`src/rtl/pc_fetch_unit.sv`:
```
// Program counter and instruction-fetch sequencer: issues req/ack reads to instruction
// memory, delivers fetched words to IF/ID, and handles stall, redirect and misaligned PCs.
module pc_fetch_unit #(
  parameter logic [31:0] RESET_PC = 32'h0000_0000
) (
  input  logic        Clk,
  input  logic        Reset,
  input  logic        Stall,
  input  logic        Redirect,
  input  logic [31:0] RedirectTarget,
  output logic        IMemReq,
  output logic [31:0] IMemAddr,
  input  logic        IMemAck,
  input  logic [31:0] IMemData,
  output logic [31:0] PCResult,
  output logic        InstrValid,
  output logic [31:0] Instruction,
  output logic [31:0] InstrPC,
  output logic        Fault,
  output logic [1:0]  debug_state
);

  // Memory handshake: IMemReq rises with IMemAddr and both hold steady until the
  // cycle IMemAck is seen; an ack while IMemReq is low means nothing.
  typedef enum logic [1:0] {
    ST_IDLE  = 2'd0,
    ST_BUSY  = 2'd1,
    ST_DROP  = 2'd2,
    ST_FAULT = 2'd3
  } state_t;

  state_t      state, state_next;
  logic [31:0] pc, pc_next;
  logic [31:0] req_addr, req_addr_next;
  logic [31:0] instruction, instr_next;
  logic [31:0] instr_pc, instr_pc_next;
  logic        instr_valid, valid_next;
  logic        fault, fault_next;
  logic        deliver;
  logic [31:0] deliver_addr;

  always_ff @(posedge Clk) begin
    if (Reset) begin
      state       <= ST_IDLE;
      pc          <= RESET_PC;
      req_addr    <= 32'h0;
      instruction <= 32'h0;
      instr_pc    <= 32'h0;
      instr_valid <= 1'b0;
      fault       <= 1'b0;
    end else begin
      state       <= state_next;
      pc          <= pc_next;
      req_addr    <= req_addr_next;
      instruction <= instr_next;
      instr_pc    <= instr_pc_next;
      instr_valid <= valid_next;
      fault       <= fault_next;
    end
  end

  always_comb begin
    state_next    = state;
    pc_next       = pc;
    req_addr_next = req_addr;
    instr_next    = instruction;
    instr_pc_next = instr_pc;
    valid_next    = 1'b0;
    fault_next    = fault;
    IMemReq       = 1'b0;
    IMemAddr      = pc;
    deliver       = 1'b0;
    deliver_addr  = pc;

    case (state)
      ST_IDLE: begin
        IMemReq  = !Stall && !Redirect && (pc[1:0] == 2'b00);
        IMemAddr = pc;
        if (Redirect) begin
          pc_next = RedirectTarget;
        end else if (pc[1:0] != 2'b00) begin
          state_next = ST_FAULT;
          fault_next = 1'b1;
        end else if (Stall) begin
          state_next = ST_IDLE;
        end else if (IMemAck) begin
          // Zero-wait memory: request and delivery in the same cycle.
          deliver      = 1'b1;
          deliver_addr = pc;
        end else begin
          req_addr_next = pc;
          state_next    = ST_BUSY;
        end
      end
      ST_BUSY: begin
        IMemReq  = 1'b1;
        IMemAddr = req_addr;
        if (Redirect) begin
          pc_next    = RedirectTarget;
          state_next = IMemAck ? ST_IDLE : ST_DROP;
        end else if (IMemAck) begin
          deliver      = 1'b1;
          deliver_addr = req_addr;
          state_next   = ST_IDLE;
        end
      end
      ST_DROP: begin
        // The outstanding response belongs to the old path; wait it out and discard it.
        IMemReq  = 1'b1;
        IMemAddr = req_addr;
        if (Redirect) pc_next = RedirectTarget;
        if (IMemAck) state_next = ST_IDLE;
      end
      default: begin
        state_next = ST_FAULT;
      end
    endcase

    if (deliver) begin
      valid_next    = 1'b1;
      instr_next    = IMemData;
      instr_pc_next = deliver_addr;
      pc_next       = deliver_addr + 32'd4;
    end
  end

  assign PCResult    = pc;
  assign InstrValid  = instr_valid;
  assign Instruction = instruction;
  assign InstrPC     = instr_pc;
  assign Fault       = fault;
  assign debug_state = state;

endmodule

```
`config.mk`:
```
export PLATFORM = sky130hd
export DESIGN_NAME = pc_fetch_unit
export DESIGN_NICKNAME = d
export VERILOG_FILES = /design/src/rtl/pc_fetch_unit.sv
export SDC_FILE = /design/constraint.sdc
export NUM_CORES = 1
export LEC_CHECK = 0
export CORE_UTILIZATION = 39
export DETAILED_ROUTE_END_ITERATION = 7
export PLACE_DENSITY_LB_ADDON = 0.2
export SLEW_MARGIN = 20
export SYNTH_ARGS = -nofsm -noshare
export SYNTH_HDL_FRONTEND = slang
export SYNTH_SLANG_ARGS = --single-unit
```
`constraint.sdc`:
```
create_clock -name Clk -period 6.7 [get_ports Clk]
set_input_delay 1.675 -clock Clk [delete_from_list [all_inputs] [get_ports Clk]]
set_output_delay 1.675 -clock Clk [all_outputs]
set_load 0.005 [all_outputs]
```
==> impl_metrics.yaml <==
setup_path:
  arrival_ns: 3.40
  worstSetupEndpointType: "output pin"
  crit_path_max_fanout: 10
  worstPathRequired_ns: 5.03
  crit_type: "in2out"
  worstSetupStartpointType: "input pin"
logic_synthesis:
  synthTopCellsByArea: "dfxtp_1, nand2_1, a21oi_1, mux2_2, nor2_1"
  yosys_warnings: 0
  syn_nets: 928
  synth.avg_cell_area_sq_um: 7.89
  ys_ff_latch: 132
  netlist_area_sq_um: 6740
  ys.flop_type: "dfxtp_1"
  synthCells: 854
  ys_async_sr_fraction_pct: 0
  synth_top_area_share_pct: 39.2
  seq_area_frac_synth_pct: 39.2
  synth_top_area_cell: "dfxtp_1"
  synth_cell_type_count: 64
  synth_edf_count: 0
timing:
  fmax_mhz: 197
  period_share_pct: 75.8
  fin_tns_setup_ns: 0
  hold_viol: 0
  worst_pin_slew_ns: 0.890
  period_minus_slack_ns: 5.08
  rsz0062_at_grt: "false"
  skew_ns: 0.0107
  setup_viol: 0
  max_slew_margin_pct: 40.7
  slew_viol_final: 0
flow_run:
  max-cap-violations: 0
pwr:
  power.density_nw_per_um2: 331
  swShare_pct: 34.1
  pwr-share-clk_pct: 28.6
  peakVddDrop_uv: 191
  switching_power_uw: 1060
  combPwrFrac_pct: 37.6
  seq_power_share_pct: 33.8
  p_leak_uw: 0.00343
  internal-power_uw: 2050
die:
  die_x_um: 133
  design.die.area_sq_um: 17800
  core-area_sq_um: 16700
  initial_core_util_pct: 40.4
  die_h_um: 133
  ioPinCount: 202
  rows: 47
route:
  drtAntennaViolNets: 0
  drt_pre_antenna_iters: 5
  wire_per_inst_um: 17.6
  vias: 6909
  avgViaCountPerCell: 5.53
  routed_wirelength_mm: 21.9
  drc: 0
  drtIter0Drc: 618
cts:
  cts_tree: "done"
  cts_sinks: 132
  hold_buffers: 0
  htree_levels: 4
  path_clk_slew_ns: 0.06
  clk-insertion-delay-late_ns: 0.43
  cts_buffers: 17
  post_cts_buffers: 0
  cts_resized: 0
  clock-root-buffer: "clkbuf_16"
  cts.path.max_buffers: 2
global_routing:
  overflow: 0
  antenna_found_initial: 0
  grt_usage_pct: 25.2
  grt_pass1_vias: 6566
  grt_max_degree: 82
  grt_pass1_wl_mm: 35.4
cells_and_area:
  diodes: 0
  final-instance-count-excl-fill: 1249
  fin_nets: 1090
  layout_common_cells: "clkdlybuf4s50_1, nand2_1, dfxtp_1, nor2_1, a21oi_1"
  fin_util_pct: 56.3
  drive_gt1_share_pct: 8.26
  final_common_cell: "clkdlybuf4s50_1"
  syn_to_final_growth_pct: 39.5
place:
  dp_cells: 1217
  io_buffers: 201
  dp_hpwl_mm: 14.8
  gp_congestion: 0.850
outcome:
  outcome: "finished clean"
worst_hold_path:
  hp-class: "reg2reg"
per-stage QoR:
stage	total power, uW	setup WS, ns	area, sq um	hold WS (ns)
after floorplan	1640	2.22	6740	0.448
after global placement	2230	1.68	8840	0.437
after detailed placement	2230	1.57	8840	0.444
after CTS	3140	1.64	9410	0.450
after global routing	3290	1.50	9410	0.465
final	3110	1.62	9410	0.450
layer usage:
metal	wire [um]	GRT usage [%]	up-vias
met3	2220	8.30	28
met4	363	9.66	0
met1	9440	32.9	3229
li1	-	-	3328
met2	9920	38.3	324
met5	0	0	-
cell type report:
class                      count  area [sq um]
clock buffer                  21           460
clock inverter                11           104
fill                        1562          7300
inverter                       7          26.3
multi-input combinational    648          3820
sequential                   132          2640
tap                          220           275
timing repair buffer         210          2080
power by group through the flow:
stage / logic, uW / registers, uW / clock network [uW]
final: 1170 / 1050 / 891
after global routing: 1280 / 1070 / 939
after CTS: 1180 / 1050 / 907
after detailed placement: 1170 / 1070 / 0
after global placement: 1170 / 1070 / 0
after floorplan: 608 / 1030 / 0
path summary, 6_finish.rpt:
path / start / endpoint / slack [ns] / depth (start not counted)
min: Instruction[14] / Instruction[14] / 0.45 / 2
max: Redirect / IMemReq / 1.62 / 5
max reg2reg: debug_state[0] / PCResult[16] / 3.20 / 11
min reg2reg: Instruction[14] / Instruction[14] / 0.45 / 2
kinds of logic after synthesis:
logic type	share of synthesized area, %
AND/OR/NAND/NOR	23.5
multiplexers	10.6
buffers and inverters	4.45
adder cells (fa/ha/maj)	0.928
AO/OA/AOI/OAI	18.3
flip-flops	39.2
XOR/XNOR	3.12
flip-flops by register name (all words and copies together) (netlist names):
name and cells:
Instruction 32, req_addr 32, debug_state 2, InstrPC 32
PCResult 32, Fault 1, InstrValid 1
Yosys cell counts, types with 7 or more instances:
| master | number |
|---|---|
| nand2_1 | 180 |
| dfxtp_1 | 132 |
| nor2_1 | 93 |
| a21oi_1 | 77 |
| clkbuf_1 | 45 |
| mux2_2 | 34 |
| mux2i_1 | 33 |
| a211oi_1 | 29 |
| nand3_1 | 24 |
| nor3_1 | 18 |
| o21ai_0 | 17 |
| xnor2_1 | 15 |
| o22ai_1 | 12 |
| a22oi_1 | 11 |
| buf_1 | 11 |
| nand4_1 | 10 |
| xor2_1 | 9 |
| buf_2 | 8 |
| a2111oi_0 | 7 |
| inv_1 | 7 |
critical path, stage by stage:
cell,delay (ns)
clkdlybuf4s50_1,0.60
nor2b_1,0.36
a21oi_1,0.11
nor2_1,0.13
clkdlybuf4s50_1,0.53
Power figures use the tool's default switching activity.
